$ cat config.mk
export PLATFORM = sky130hd
export DESIGN_NAME = serial_subtractor
export DESIGN_NICKNAME = d
export VERILOG_FILES = /design/src/rtl/serial_subtractor.sv
export SDC_FILE = /design/constraint.sdc
export NUM_CORES = 1
export LEC_CHECK = 0
export CAP_MARGIN = 20
export CORE_MARGIN = 2
export CORE_UTILIZATION = 56
export DETAILED_ROUTE_END_ITERATION = 8
export PLACE_DENSITY = 0.84
export SLEW_MARGIN = 0
export SYNTH_ARGS = -nofsm -noshare
export SYNTH_HDL_FRONTEND = slang
export SYNTH_SLANG_ARGS = --single-unit
$ cat constraint.sdc
create_clock -name clk -period 3.89 [get_ports clk]
set_clock_uncertainty 0.2 [all_clocks]
set_input_delay 0.778 -clock clk [delete_from_list [all_inputs] [get_ports clk]]
set_output_delay 0.778 -clock clk [all_outputs]
set_load 0.005 [all_outputs]
$ cat src/rtl/serial_subtractor.sv
// Bit-serial WIDTH-bit unsigned subtractor (a - b, LSB first) with a start/done handshake.
// Computes one bit per clock; the result, borrow and zero flags hold until the next completion.
module serial_subtractor #(
  parameter int WIDTH = 16
) (
  input  logic             clk,
  input  logic             reset,
  input  logic             io_start,
  input  logic [WIDTH-1:0] io_a,
  input  logic [WIDTH-1:0] io_b,
  output logic             io_busy,
  output logic             io_done,
  output logic [WIDTH-1:0] io_c,
  output logic             io_borrow,
  output logic             io_zero
);

  localparam int CNT_W = $clog2(WIDTH);
  localparam logic [CNT_W-1:0] LAST_BIT = CNT_W'(WIDTH - 1);

  generate
    if (WIDTH < 2) begin : g_width_check
      $error("serial_subtractor: WIDTH must be >= 2");
    end
  endgenerate

  typedef enum logic [1:0] {
    IDLE,
    RUN,
    DONE
  } state_t;

  state_t           state;
  logic [WIDTH-1:0] sa;
  logic [WIDTH-1:0] sb;
  logic [WIDTH-1:0] sr;
  logic             br;
  logic [CNT_W-1:0] cnt;

  logic             a0;
  logic             b0;
  logic             d;
  logic             br_next;
  logic [WIDTH-1:0] sr_next;
  logic             accept;

  // Full-subtractor slice for the current bit; sr_next already contains this bit's difference.
  // NOTE: every always_comb output is assigned unconditionally, so no latch can be inferred.
  always_comb begin
    a0      = sa[0];
    b0      = sb[0];
    d       = a0 ^ b0 ^ br;
    br_next = (~a0 & b0) | (~a0 & br) | (b0 & br);
    sr_next = {d, sr[WIDTH-1:1]};
    accept  = io_start && (state != RUN);
  end

  // NOTE: state and outputs use non-blocking assignments so every register updates from
  // pre-edge values, which keeps simulation and synthesis in agreement.
  always_ff @(posedge clk or posedge reset) begin
    if (reset) begin
      state     <= IDLE;
      sa        <= '0;
      sb        <= '0;
      sr        <= '0;
      br        <= 1'b0;
      cnt       <= '0;
      io_busy   <= 1'b0;
      io_done   <= 1'b0;
      io_c      <= '0;
      io_borrow <= 1'b0;
      io_zero   <= 1'b0;
    end else begin
      io_done <= 1'b0;
      case (state)
        IDLE, DONE: begin
          if (accept) begin
            sa      <= io_a;
            sb      <= io_b;
            br      <= 1'b0;
            cnt     <= '0;
            state   <= RUN;
            io_busy <= 1'b1;
          end else begin
            state   <= IDLE;
            io_busy <= 1'b0;
          end
        end

        RUN: begin
          sr  <= sr_next;
          sa  <= {1'b0, sa[WIDTH-1:1]};
          sb  <= {1'b0, sb[WIDTH-1:1]};
          br  <= br_next;
          cnt <= cnt + 1'b1;
          // Last bit: publish the finished result; io_start is ignored throughout RUN.
          if (cnt == LAST_BIT) begin
            state     <= DONE;
            io_busy   <= 1'b0;
            io_done   <= 1'b1;
            io_c      <= sr_next;
            io_borrow <= br_next;
            io_zero   <= (sr_next == '0);
          end
        end

        default: begin
          state   <= IDLE;
          io_busy <= 1'b0;
        end
      endcase
    end
  end

endmodule
==> flow_metrics.py, run 1 <==
metrics = {
    "die": {
        "initial_core_util_pct": 57.04,
        "ioPinCount": 55,
        "die_w_um": 78.20,
        "num_rows": 27,
        "die_h_um": 78.20,
        "dieArea_um2": 6114,
        "core_area_um2": 5405,
    },
    "global_route": {
        "antenna_found_initial": 0,
        "overflow": 0,
        "grt_pass1_wl_mm": 9.680,
        "track_usage_pct": 20.32,
        "grt_pass1_vias": 2099,
        "grt_max_degree": 43,
    },
    "synth": {
        "synth_seq_cells": 74,
        "synth-edff-count": 0,
        "yosys.area.top_type_share_pct": 60.06,
        "synthTopCellsByArea": "dfrtp_1 60%, a22o_1 9.7%, a21o_1 7.3%, nand2_1 5.2%, mux2_1 3.3%",
        "ys_async_sr_fraction_pct": 100.0,
        "synthTopCellsByCount": "74 x dfrtp_1, 43 x nand2_1, 34 x a22o_1",
        "syn_inst": 244,
        "synth_warnings": 0,
        "ys_types": 29,
        "yosys.area.top_type": "dfrtp_1",
        "syn_area_um2": 3083,
        "seq_area_frac_synth_pct": 60.06,
        "synth_flop_cell": "dfrtp_1",
        "synth.most_common_cell": "dfrtp_1",
        "synth.net_count": 281,
        "syn_area_per_cell_um2": 12.64,
    },
    "layout": {
        "seq_area_um2": 1852,
        "syn_to_final_growth_pct": 23.90,
        "n_antenna_cell": 0,
        "nFillCells": 408,
        "drive_gt1_share_pct": 10.00,
        "multi_input_area_um2": 1116,
        "nets": 332,
    },
    "sta": {
        "final_hold_viol_count": 0,
        "finalSetupViolations": 0,
        "tightestPinTransition_ns": 0.9485,
        "rsz0062_at_grt": "false",
        "drv_slew": 0,
        "hold_ws_ns": 0.2795,
        "fin_crit_ns": 2.188,
        "fin_tns_setup_ns": 0,
        "max_freq_mhz": 457.0,
        "period_share_pct": 56.25,
        "slew-limit-headroom_pct": 36.77,
    },
    "cts": {
        "h-tree-depth": 3,
        "cts_sinks": 74,
        "cts_max_path_buffers": 2,
        "cts_tree": "yes",
        "clk_pin_slew_worst_paths_ns": 0.07,
        "cts_buffers": 9,
        "cts_root_buf": "clkbuf_8",
        "hold_buffers": 0,
        "insertion_delay_ns": 0.34,
        "cts_resized": 0,
        "post_cts_buffers": 0,
    },
    "pwr": {
        "power.density_nw_per_um2": 747.5,
        "irDropWorstVdd_mv": 0.3979,
        "p_leak_uw": 0.001940,
    },
    "drt": {
        "drt_iter0_drc": 116,
        "routed_wl_mm": 5.492,
        "drc": 0,
        "antenna_left": 0,
        "firstDrtPassIters": 4,
        "num_vias": 2074,
        "vias_per_cell": 5.575,
        "wire_per_inst_um": 14.76,
    },
    "setup_path": {
        "criticalPathCategory": "reg -> reg",
        "slowest_stage": "nand2b_1",
        "crit_fanout": 23,
        "worstPathRequired_ns": 3.91,
        "crit_arrival_ns": 2.20,
        "setup.worst_path.start_class": "register",
        "end_kind": "register",
        "max_stage_delay_ns": 0.59,
        "r2r_slack_ns": 1.70,
        "cp_cell_sequence": "nand2b_1, nor2_8, mux2_1",
    },
    "flow_run": {
        "max_cap_viol_count": 0,
    },
    "placement": {
        "io_buffers": 54,
        "gp_congestion": 0.7318,
        "dp_hpwl_mm": 3.675,
    },
    "outcome": {
        "outcome": "finished, final reports clean",
    },
    "worst_hold_path": {
        "worst_hold_path_type": "reg -> reg",
    },
}
[kinds of logic after synthesis]
| kind of cell | count (synthesis) | share of synthesized area, % |
|---|---|---|
| AOI/OAI and AO/OA | 71 | 18.55 |
| buffers and inverters | 19 | 3.977 |
| DFF | 74 | 60.07 |
| adders and majority gates | 2 | 1.055 |
| muxes | 19 | 6.859 |
| and+or+nand+nor | 59 | 9.496 |
[final timing paths]
| path | startpoint | endpoint | cells past startpoint |
|---|---|---|---|
| worst max-delay path | state[1] | io_c[8] | 3 |
| worst min-delay path | sb[5] | sb[5] | 1 |
| worst max register to register | state[1] | io_c[8] | 3 |
| worst min register to register | sb[5] | sb[5] | 1 |
| max in group asynchronous | reset | io_c[12] | 3 |
| min in group asynchronous | reset | sa[12] | 2 |
[placed cells by master, fill, tap and decap left out, types with 2 or more instances in the layout]
master / Yosys / layout
nand2b_1: 2 / 2
clkbuf_1: 2 / 4
nand4_1: 2 / 2
clkbuf_8: 0 / 9
mux2_1: 9 / 9
buf_4: 3 / 2
o31ai_1: 2 / 2
mux2i_1: 2 / 2
clkinv_2: 0 / 2
o21ai_0: 3 / 3
nand2_1: 43 / 43
a21o_1: 30 / 30
a22o_1: 34 / 34
clkdlybuf4s50_1: 0 / 54
mux2_2: 8 / 8
nor4_1: 3 / 3
dfrtp_1: 74 / 74
[state kept, by name, indices dropped and copies added (netlist names)]
register / count
br: 1
cnt: 4
io_borrow: 1
io_busy: 1
io_c: 16
io_done: 1
io_zero: 1
sa: 16
sb: 16
sr: 15
state: 2
[per-layer routing]
layer	part of all wire (%)	vias up	track usage, %	wire (µm)
met5	0	-	0	0
met4	1.2	0	9.474	64
met3	4.6	8	4.138	253
met2	49	57	32.59	2684
met1	45	1031	26.86	2490
li1	-	978	-	-
[final cells by class]
class | instances | area share (%)
Multi-Input combinational cell | 151 | 29.22
Timing Repair Buffer | 57 | 15.07
Clock inverter | 3 | 1.048
Tap cell | 72 | 2.358
Sequential cell | 74 | 48.48
Inverter | 2 | 0.1965
Clock buffer | 13 | 3.636
[power breakdown]
part	leakage [µW]	total, µW	switching [µW]	internal, µW
clock	0.0000914	552	257	295
combinational	0.000900	1000	438	563
sequential	0.000949	1300	217	1090
total	0.00194	2860	911	1940
[worst max-delay path: cells and delay by family, from the launching register on]
family	cells	cell delay [ns]
multiplexers	1	0.37
flip-flops	1	0.41
AND/OR/NAND/NOR	2	1.07
[stage by stage]
step	instance area, µm²	setup slack (ns)	instances	power (µW)	util (%)
final	3820	1.702	372	2855	70.67
after detailed placement	3641	1.373	356	2326	67.36
after global placement	3641	1.402	356	2261	67.36
after CTS	3820	1.685	372	2885	70.67
after global routing	3820	1.553	372	3064	70.67
after floorplan	3083	1.030	244	2011	-
No activity file was read; power rests on OpenSTA's default activity.
==> inputs of run 2 (changes only) <==
CORE_UTILIZATION = 47   (was 56)
PLACE_DENSITY = 0.75   (was 0.84)
clock period = 1.75 ns   (was 3.89 ns; I/O delays follow)
==> run 2 against run 1 <==
The flow now finishes with violations (setup timing). Design area grew 6.1%. Sequential power rose by 120%. Sequential cell count is the same. Die area rose by 18%. Setup slack got worse by 1.8 ns. Via count is 0.58% higher. Wire length is 5.6% higher. Hold slack worse by 0.024 ns. Register-to-register slack got worse by 1.8 ns. Clock power increased by 140%. Total power is 130% higher. Critical path type unchanged. Largest power group unchanged.
==> flow_metrics.py, run 2 (synthesized netlist as in run 1, its figures left out) <==
metrics = {
    "layout": {
        "syn_to_final_growth_pct": 31.41,
        "nFillCells": 519,
        "postLayoutCoreUtil_pct": 63.80,
        "final_common_cell": "dfrtp_1",
        "layout.cells.non_filler": 394,
        "postLayoutCellArea_um2": 4051,
        "drive_gt1_share_pct": 15.46,
        "reg_top3": "io_c: 16 flops, sa: 16 flops, sb: 16 flops",
        "final_cell_mix": "74 x dfrtp_1, 43 x nand2_1, 36 x clkdlybuf4s50_1",
        "nets": 349,
        "n_antenna_cell": 0,
    },
    "sta": {
        "period_share_pct": 104.4,
        "rsz0062_at_grt": "true",
        "fin_crit_ns": 1.827,
        "worst_slack_ns": -0.07743,
        "slew-limit-headroom_pct": 73.86,
        "fin_tns_setup_ns": -0.08594,
        "max_freq_mhz": 547.2,
        "tightestPinTransition_ns": 0.3921,
        "finalSetupViolations": 2,
        "final_hold_viol_count": 0,
        "drv_slew": 0,
    },
    "cts": {
        "insertion_delay_ns": 0.33,
        "hold_buffers": 0,
        "clk_pin_slew_worst_paths_ns": 0.07,
        "cts_max_path_buffers": 2,
        "h-tree-depth": 3,
        "cts_root_buf": "clkbuf_8",
        "cts_buffers": 9,
        "cts_tree": "yes",
        "cts_sinks": 74,
    },
    "drt": {
        "antenna_left": 0,
        "vias_per_cell": 5.294,
        "num_vias": 2086,
        "wire_per_inst_um": 14.72,
        "drc": 0,
        "routed_wl_mm": 5.799,
        "firstDrtPassIters": 4,
        "drt_iter0_drc": 129,
    },
    "setup_path": {
        "max_stage_delay_ns": 0.61,
        "end_kind": "register",
        "setup.worst_path.start_class": "register",
        "criticalPathCategory": "reg -> reg",
        "worstPathRequired_ns": 1.79,
        "crit_arrival_ns": 1.87,
        "cp_cell_sequence": "fa_1, nor4b_4, nand4_1, o31ai_1",
        "path_buf_inv": 0,
        "crit_fanout": 3,
        "crit_family": "adder cells",
        "slowest_stage": "fa_1",
    },
    "placement": {
        "io_buffers": 54,
        "dp_cells": 372,
        "gp_congestion": 0.7361,
        "pre_cts_ws_ns": -0.2004,
        "postPlaceCellArea_um2": 3746,
        "dp_hpwl_mm": 3.782,
    },
    "global_route": {
        "grtUsageMet2_pct": 26.63,
        "grt_pass1_vias": 2074,
        "busiest_layer": "met2",
        "grt_max_degree": 75,
        "track_usage_pct": 16.91,
        "overflow": 0,
        "grtUsageMet3_pct": 3.599,
        "grt_use_met1_pct": 21.99,
        "antenna_found_initial": 0,
        "grt_pass1_wl_mm": 9.639,
    },
    "die": {
        "num_rows": 29,
        "core_area_um2": 6350,
        "ioPinCount": 55,
        "die_h_um": 84.99,
        "initial_core_util_pct": 48.55,
        "dieArea_um2": 7223,
        "die_w_um": 84.99,
    },
    "flow_run": {
        "max_cap_viol_count": 0,
    },
    "worst_hold_path": {
        "worst_hold_path_type": "in -> async",
    },
    "pwr": {
        "irDropWorstVdd_mv": 0.8079,
        "power.density_nw_per_um2": 1639,
        "p_leak_uw": 0.002264,
    },
    "outcome": {
        "violations": "setup timing",
        "outcome": "finished with violations",
    },
}
==> run 2: cell types whose count changed in the layout (fill, tap and decap cells not counted) <==
cell             delta
inv_2               -1
clkinvlp_4          +1
nor4b_4             +1
clkbuf_1            -1
clkdlybuf4s50_1    -18
dlygate4sd2_1       +6
nor4b_1             -1
buf_12              +3
clkinv_2            -1
dlymetal6s2s_1     +12
clkbuf_8            +2
buf_4              +14
==> run 2: where the power goes <==
part           leakage [µW]  internal, µW  switching (µW)
registers          0.000949          2410             477
logic               0.00121          1430            1020
clock network      0.000101           737             570
==> run 2: area by class of cell <==
cell class	count	area, µm²	area share, %
Clock buffer	14	162.7	4.015
Clock inverter	2	35.03	0.8647
Inverter	2	11.26	0.2779
Multi-Input combinational cell	151	1131	27.92
Sequential cell	74	1852	45.71
Tap cell	77	96.34	2.378
Timing Repair Buffer	74	763.2	18.84
==> run 2: through the flow <==
step / power, µW / hold slack (ns)
6_report: 6641 / 0.2556
5_1_grt: 7123 / 0.2983
4_1_cts: 6608 / 0.2809
3_5_place_dp: 5313 / 0.2655
3_3_place_gp: 5202 / 0.2585
2_1_floorplan: 4470 / 0.2496
==> run 2: layer usage <==
metal | vias up | part of all wire, %
met5 | - | 0
met4 | 0 | 2.2
met3 | 11 | 4.5
met2 | 53 | 48
met1 | 1010 | 45
li1 | 1012 | -
==> run 2: worst reg2reg max path: stages, from the launching register on <==
cell	delay, ns
dfrtp_1	0.40
fa_1	0.61
nor4b_4	0.23
nand4_1	0.10
o31ai_1	0.20
==> run 2: timing repair <==
action | in CTS | in global routing
gates resized for setup | 7 | 13
setup buffers | 1 | 5
endpoints found under the setup margin | 8 | 30
pin swaps | 0 | 2
==> run 2: worst paths after layout <==
kind / startpoint / endpoint / slack, ns / cells past startpoint
min in group clk: sa[2] / sa[2] / 0.28 / 1
max in group asynchronous: reset / io_c[3] / 0.77 / 3
setup reg to reg: br / io_zero / -0.08 / 4
hold / removal: reset / io_c[6] / 0.26 / 3
hold reg to reg: sa[2] / sa[2] / 0.28 / 1
setup / recovery: br / io_zero / -0.08 / 4
==> inputs of run 3 (changes only) <==
CTS_CLUSTER_DIAMETER = 40   (was default)
SKIP_LAST_GASP = 1   (was default)
==> results of run 3 <==
The final DEF is identical to that of run 2; final timing and power are the same.
